### config.mk
export PLATFORM = sky130hd
export DESIGN_NAME = fetch_stage
export DESIGN_NICKNAME = d
export VERILOG_FILES = /design/src/rtl/fetch_stage.sv
export SDC_FILE = /design/constraint.sdc
export NUM_CORES = 1
export LEC_CHECK = 0
export CAP_MARGIN = 20
export CELL_PAD_IN_SITES_DETAIL_PLACEMENT = 2
export CELL_PAD_IN_SITES_GLOBAL_PLACEMENT = 2
export CORE_UTILIZATION = 24
export DETAILED_ROUTE_END_ITERATION = 6
export GPL_TIMING_DRIVEN = 0
export MAX_ROUTING_LAYER = met4
export PLACE_DENSITY = 0.86
export SLEW_MARGIN = 20
export SYNTH_ARGS = -nofsm -noshare
export SYNTH_HDL_FRONTEND = slang
export SYNTH_SLANG_ARGS = --single-unit
### constraint.sdc
create_clock -name clk -period 4.7 [get_ports clk]
set_input_delay 0.94 -clock clk [delete_from_list [all_inputs] [get_ports clk]]
set_output_delay 0.94 -clock clk [all_outputs]
set_load 0.01 [all_outputs]
### src/rtl/fetch_stage.sv
// IF stage and IF/ID pipeline register for the 5-stage LEGv8 pipeline.
// Optional performance counters are enabled with `define FETCH_PERF_EN.
module fetch_stage #(
    parameter int unsigned        ADDR_W    = 64,
    parameter int unsigned        INSTR_W   = 32,
    parameter logic [ADDR_W-1:0]  RESET_PC  = '0,
    parameter logic [INSTR_W-1:0] NOP_INSTR = INSTR_W'(32'hD503201F)
) (
    input  logic               clk,
    input  logic               rst_n,
    output logic [ADDR_W-1:0]  imem_addr,
    input  logic [INSTR_W-1:0] imem_data,
    input  logic               stall,
    input  logic               redirect,
    input  logic [ADDR_W-1:0]  redirect_pc,
    output logic [ADDR_W-1:0]  pc,
    output logic [INSTR_W-1:0] if_instr,
    output logic [ADDR_W-1:0]  if_pc,
    output logic               if_valid,
    output logic               misalign
`ifdef FETCH_PERF_EN
    ,
    output logic [31:0]        perf_fetch,
    output logic [31:0]        perf_stall,
    output logic [31:0]        perf_flush
`endif
);

    localparam int unsigned PC_STEP = 4;
    localparam int unsigned CNT_W   = 32;

    typedef enum logic {
        BOOT,
        RUN
    } state_t;

    state_t            state;
    logic [ADDR_W-1:0] fetch_pc;
    logic [ADDR_W-1:0] target_pc;

    // The instruction memory is read combinationally at the live PC.
    assign imem_addr = pc;

    // In BOOT the PC register still holds RESET_PC; naming it makes the boot fetch explicit.
    assign fetch_pc  = (state == BOOT) ? RESET_PC : pc;
    assign target_pc = {redirect_pc[ADDR_W-1:2], 2'b00};

    always_ff @(posedge clk) begin
        if (!rst_n) begin
            state    <= BOOT;
            pc       <= RESET_PC;
            if_instr <= NOP_INSTR;
            if_pc    <= '0;
            if_valid <= 1'b0;
            misalign <= 1'b0;
        end else begin
            state    <= RUN;
            misalign <= 1'b0;
            if (redirect) begin
                // The word fetched this cycle is on the wrong path; replace it with a bubble.
                pc       <= target_pc;
                if_instr <= NOP_INSTR;
                if_valid <= 1'b0;
                misalign <= |redirect_pc[1:0];
            end else if (!stall) begin
                pc       <= fetch_pc + ADDR_W'(PC_STEP);
                if_instr <= imem_data;
                if_pc    <= fetch_pc;
                if_valid <= 1'b1;
            end
        end
    end

`ifdef FETCH_PERF_EN
    // Event counters; a redirect masks a coincident stall.
    always_ff @(posedge clk) begin
        if (!rst_n) begin
            perf_fetch <= '0;
            perf_stall <= '0;
            perf_flush <= '0;
        end else if (redirect) begin
            perf_flush <= perf_flush + CNT_W'(1);
        end else if (stall) begin
            perf_stall <= perf_stall + CNT_W'(1);
        end else begin
            perf_fetch <= perf_fetch + CNT_W'(1);
        end
    end
`endif

endmodule

==> reports/results.ini, run 1 <==
[critical_path]
path_cells = buf_4, clkbuf_1, buf_2, and2_1, ha_1, and4_1, nand3_1, nor4_1, nand4_1, xnor2_1, o211ai_1
crit_arrival_ps = 4710
critPathLaunchType = flip-flop
cp_top_family = simple AND/OR/NAND/NOR gates
worstPathRequired_ps = 5030
crit_type = reg2reg
endpoint_kind = flip-flop
crit_slowest_cell = nor4_1
cpPeakStageDelay_ps = 910
crit_path_max_fanout = 19
path_buf_inv = 3

[yosys]
postSynth.asyncResetShare_pct = 0
synthCells = 1101
synth_seq_area_share_pct = 38.6
synth_top_family_by_area = simple AND/OR/NAND/NOR gates
synth_cell_type_count = 58
yosysWarnings = 0
syn-cell-area_um2 = 8450
synth_xor_xnor_area_share_pct = 3.42
synth_edf_count = 0
syn_area_per_cell_um2 = 7.68
ys_seq_elements = 163
synth-compound-area-share_pct = 16.7
synth.area.mux_share_pct = 4.03
synthesis.nets = 1202
synth_flop_cell = dfxtp_1
synthSimpleGateAreaFrac_pct = 27.2
synthAdderAreaFrac_pct = 0.148

[timing]
slew_headroom_pct = 23.0
worst_slew_pin_slew_ps = 1140
fin_skew_ps = 21.2
min_period_ps = 4370
fin_tns_setup_ps = 0
rsz0062_at_grt = no
fin_hold_ws_ps = 466
hold_viol = 0
min_period_over_period_pct = 93.1
maxSlewViolCount = 0
setup_viol_count_final = 0
max_freq_mhz = 229

[global_route]
grt_pass1_vias = 10370
grt_max_degree = 17
grt_pass1_wl_mm = 62.9
track_usage_pct = 24.1
antenna_found_initial = 3
grt_overflow = 0

[cells_and_area]
syn2layout_area_growth_pct = 51.9
final_common_cell = clkdlybuf4s50_1
layout-drive-gt1-share_pct = 8.11
mostFrequentLayoutCells = clkdlybuf4s50_1 (323), nand2_1 (240), dfxtp_1 (163), o21ai_0 (119), buf_4 (67)
layout.cells.non_filler = 1912
nets = 1543

[floorplan]
die_h_um = 190
dieArea_um2 = 36000
num_rows = 68
die-width_um = 190
fp.coreArea_um2 = 34600
floorplan.initialDensity_pct = 24.4
ioPinCount = 326

[power_and_ir_drop]
leakage_nw = 4.60
seq_power_share_pct = 42.3
power_density_nw_per_um2 = 279
total_power_mw = 3.58
irDropWorstVdd_mv = 0.262
intPower_mw = 2.55
power_frac_clock_pct = 40.2
p_sw_share_pct = 28.8
switching_power_mw = 1.03
combPwrFrac_pct = 17.4

[route]
drt-pass1-iter-count = 5
drt_iter0_drc = 567
wl_per_cell_um = 21.9
vias = 9573
drt.antenna.violating_nets = 0
routed_via_density = 5.01
drc = 0
wl_mm = 41.9

[cts]
max-clock-path-buffers = 2
root_buffer = clkbuf_16
cts_made_buffers = 17
h-tree-depth = 4
cts_resized = 0
clock-sinks = 163
hold_buffers = 0
cts_tree = built
cts_setup_buffers = 0
clk_pin_slew_ps = 70
insertion_delay_ps = 460

[placed_design]
hpwlAfterDp_mm = 32.3
gp_congestion = 0.887
place_inst = 1879
io_buffers = 323

[run_status]
outcome = completed

[worst_hold_path]
holdCritPathClass = reg2reg

[run]
drv_cap = 0

-- metal layers --
| metal | vias to the layer above | GRT usage, % | routed length (µm) |
|---|---|---|---|
| met5 | - | - | 0 |
| met4 | 0 | 9.03 | 1350 |
| met3 | 66 | 4.59 | 2260 |
| met2 | 312 | 40.0 | 20400 |
| met1 | 4779 | 28.8 | 17900 |
| li1 | 4416 | - | - |
-- registers in the layout, summed over array words and instances (netlist names) --
signal and count:
if_pc 64, imem_addr 64, if_instr 32, if_valid 1
misalign 1, state 1
-- power by group through the flow --
stage	sequential, mW	clock (mW)	combinational (mW)
2_1_floorplan	1.54	0	0.248
3_3_place_gp	1.54	0	0.605
3_5_place_dp	1.55	0	0.624
4_1_cts	1.52	1.47	0.630
5_1_grt	1.53	1.52	0.668
6_report	1.52	1.44	0.625
-- per-stage QoR --
stage | setup WS [ps] | area [µm²] | utilization (%)
floorplan | 1420 | 8450 | -
global placement | 116 | 12300 | 35.4
detailed placement | 14.3 | 12300 | 35.4
CTS | 3.77 | 12800 | 37.1
global route | 161 | 12800 | 37.1
finish | 325 | 12800 | 37.1
-- cells in the mapped netlist (2+ instances only) --
library cell | instances | area (µm²)
nand2_1 | 240 | 901
dfxtp_1 | 163 | 3260
o21ai_0 | 119 | 596
buf_4 | 67 | 503
nand3_1 | 63 | 315
clkbuf_1 | 62 | 233
nor2_1 | 52 | 195
a21boi_0 | 39 | 293
and2_1 | 35 | 219
mux2i_1 | 34 | 340
a21oi_1 | 30 | 150
nand4_1 | 20 | 125
xor2_1 | 17 | 149
xnor2_1 | 16 | 140
nor3_1 | 12 | 60.1
nor4_1 | 12 | 75.1
a31oi_1 | 11 | 68.8
and3_1 | 11 | 68.8
o211a_1 | 9 | 90.1
and4_1 | 8 | 70.1
buf_2 | 8 | 40.0
buf_1 | 6 | 22.5
inv_1 | 6 | 22.5
or4_1 | 6 | 45.0
o211ai_1 | 5 | 37.5
a21o_1 | 4 | 30.0
o311ai_0 | 4 | 35.0
or3_1 | 4 | 25.0
nor2b_1 | 3 | 18.8
o31ai_1 | 3 | 22.5
nor3b_1 | 2 | 15.0
nor4b_1 | 2 | 17.5
o21a_1 | 2 | 15.0
or2_2 | 2 | 12.5
-- cells by family after synthesis --
logic type,count (synthesis)
and+or+nand+nor,484
muxes,34
xor gates and xnor gates,33
DFF,163
buffers and inverters,152
AOI/OAI and AO/OA,234
adders and majority gates,1
-- worst reg2reg max path: cells and delay by family, from the launching register on --
kind                     cells  cell delay [ps]
AND/OR/NAND/NOR              5             1950
buffers and inverters        3             1240
XOR/XNOR                     1              340
flip-flops                   1              310
adder cells (fa/ha/maj)      1              300
AO/OA/AOI/OAI                1              110
-- final timing paths --
| path | cells after the start | to | slack, ps | startpoint |
|---|---|---|---|---|
| hold reg to reg | 2 | if_valid | 470 | if_valid |
| setup reg to reg | 11 | imem_addr[62] | 330 | state |
| setup / recovery | 11 | imem_addr[62] | 330 | state |
| hold / removal | 2 | if_valid | 470 | if_valid |
-- final cells by class --
| class | instances | area [µm²] |
|---|---|---|
| multi-input combinational | 786 | 4360 |
| fill | 3917 | 21800 |
| sequential | 163 | 3260 |
| timing repair buffer | 323 | 3230 |
| antenna | 2 | 5.00 |
| inverter | 8 | 30.0 |
| clock buffer | 21 | 450 |
| clock inverter | 11 | 129 |
| buffer | 143 | 806 |
| tap | 455 | 569 |
Note: power is estimated with default switching activity, not from simulation.
==> inputs of run 2 (changes only) <==
--- a/config.mk
+++ b/config.mk
@@ -13,6 +13,7 @@
 export GPL_TIMING_DRIVEN = 0
 export MAX_ROUTING_LAYER = met4
 export PLACE_DENSITY = 0.86
+export REMOVE_ABC_BUFFERS = 1
 export SLEW_MARGIN = 20
 export SYNTH_ARGS = -nofsm -noshare
 export SYNTH_HDL_FRONTEND = slang
==> run 2 against run 1 <==
  * Non-clock buffer count decreased by 134
  * Worst hold slack got worse by 3.2 ps
  * Flip-flop and latch count unchanged
  * Final area decreased by 4.3%
  * Global-route usage decreased by 3.3 points
  * Register-to-register slack improved by 350 ps
  * Sequential power about the same
  * Fmax increased by 8.7%
  * Clock power increased by 3%
  * Utilization decreased by 1.6 points
  * Clock-buffer cell count decreased by 1
  * Cell count decreased by 7.0%
==> reports/results.ini, run 2 (same netlist as run 1, synthesis figures left out) <==
[route]
wl_per_cell_um = 20.4  ; -6.7%
routed_via_density = 4.96  ; -0.97%
drt.antenna.violating_nets = 0  ; unchanged
wl_mm = 36.4  ; -13%
drt-pass1-iter-count = 5  ; unchanged
drc = 0  ; unchanged
drt_iter0_drc = 326  ; -43%
vias = 8816  ; -7.9%

[floorplan]
dieArea_um2 = 36000  ; unchanged
fp.coreArea_um2 = 34600  ; unchanged
num_rows = 68  ; unchanged
ioPinCount = 326  ; unchanged
floorplan.initialDensity_pct = 24.4  ; unchanged
die-width_um = 190  ; unchanged
die_h_um = 190  ; unchanged

[cts]
hold_buffers = 0  ; unchanged
clk_pin_slew_ps = 60  ; about the same
max-clock-path-buffers = 2  ; unchanged
cts_tree = built
cts_setup_buffers = 0  ; unchanged
root_buffer = clkbuf_16
clock-sinks = 163  ; unchanged
cts_resized = 0  ; unchanged
insertion_delay_ps = 450  ; about the same
h-tree-depth = 4  ; unchanged
cts_made_buffers = 17  ; unchanged

[critical_path]
ff2ff_setup_slack_ps = 670  ; +350 ps
crit_arrival_ps = 4410  ; -300 ps
cp_top_family = simple AND/OR/NAND/NOR gates
path_buf_inv = 1  ; -2
crit_slowest_cell = or4_1
critPathMostFrequentCell = or4_1
worstPathRequired_ps = 5090  ; +60 ps
crit_type = reg2reg
crit_path_max_fanout = 53  ; +34
path_cells = buf_16, and2_1, ha_1, and4_1, nand4_1, or4_1, or4_1, a21oi_1, o21a_1
endpoint_kind = flip-flop
cpPeakStageDelay_ps = 830  ; -80 ps
critPathLaunchType = flip-flop

[timing]
slew_headroom_pct = 35.3  ; +12 points
min_period_ps = 4030  ; -349 ps
max_freq_mhz = 248  ; +8.7%
min_period_over_period_pct = 85.6  ; -7.4 points
fin_skew_ps = 10.7  ; -10.5 ps
worst_slack_ps = 675  ; +349 ps
worst_slew_pin_slew_ps = 964  ; -180 ps
hold_viol = 0  ; unchanged
fin_hold_ws_ps = 463  ; -3.20 ps
setup_viol_count_final = 0  ; unchanged
maxSlewViolCount = 0  ; unchanged
rsz0062_at_grt = no

[cells_and_area]
layout-drive-gt1-share_pct = 4.47  ; -3.6 points
final_common_cell = clkdlybuf4s50_1
fin_util_pct = 35.5  ; -1.6 points
syn2layout_area_growth_pct = 45.3
nets = 1409  ; -8.7%
nFillCells = 3908  ; -0.23%
mostFrequentLayoutCells = clkdlybuf4s50_1 (322), nand2_1 (238), dfxtp_1 (162), o21ai_0 (119), nand3_1 (63)

[power_and_ir_drop]
power_density_nw_per_um2 = 288  ; +3.2%
leakage_nw = 4.25  ; -7.7%
irDropWorstVdd_mv = 0.259  ; -1.3%
total_power_mw = 3.54  ; -1.3%

[global_route]
grt_pass1_vias = 9523  ; -8.2%
track_usage_pct = 20.8  ; -3.3 points
grt_max_degree = 92  ; +75
antenna_found_initial = 3  ; unchanged
grt_overflow = 0  ; unchanged
grt_pass1_wl_mm = 55.8  ; -11%

[placed_design]
hpwlAfterDp_mm = 25.8  ; -20%
io_buffers = 325  ; +0.62%
dpl_worst_slack_ps = 668  ; +653 ps
gp_congestion = 0.772  ; -13%

[run]
drv_cap = 0  ; unchanged

[run_status]
outcome = completed

[worst_hold_path]
holdCritPathClass = reg2reg

## run 2: cell types whose count changed in the layout (fill, tap and decap cells not counted), moves of 2 or more
cell and delta:
clkinv_4 -3, buf_1 -6, nand2_1 -2, buf_2 -8, buf_12 +2, clkinv_2 +2
buf_4 -66, buf_16 +5, clkbuf_1 -62
## run 2: final cells by class
class,count,area (µm²),area share (%)
clock buffer,20,447,3.64
tap,455,569,4.63
clock inverter,12,154,1.25
antenna,2,5.00,0.0407
inverter,8,31.3,0.255
timing repair buffer,332,3430,27.9
multi-input combinational,786,4380,35.7
sequential,163,3270,26.6
## run 2: path summary, 6_finish.rpt
| path | startpoint | end | cells after the start |
|---|---|---|---|
| max | state | imem_addr[54] | 9 |
| min | if_pc[2] | if_pc[2] | 2 |
| max reg2reg | state | imem_addr[54] | 9 |
| min reg2reg | if_pc[2] | if_pc[2] | 2 |
## run 2: layer usage
layer / track usage [%] / part of all wire, % / vias up
met2: 36.3 / 50 / 277
met3: 4.19 / 5.2 / 35
met1: 24.1 / 43 / 4374
li1: - / - / 4130
met4: 5.68 / 1.4 / 0
met5: - / 0 / -
## run 2: where the power goes
group | internal (mW) | switching, mW
Clock | 0.851 | 0.624
Sequential | 1.43 | 0.0962
Combinational | 0.286 | 0.247
## run 2: metrics by stage
step / TNS [ps] / cells / cell area, µm²
finish: 0 / 1778 / 12300
global route: 0 / 1778 / 12300
CTS: 0 / 1776 / 12300
detailed placement: 0 / 1744 / 11700
global placement: -699760 / 1737 / 11500
floorplan: 0 / 957 / 7640
## run 2: tightest hold or removal path, cell delays in order, from the launching register on
cell and delay (ps):
dfxtp_1 310, nand2_1 50, a21boi_0 60
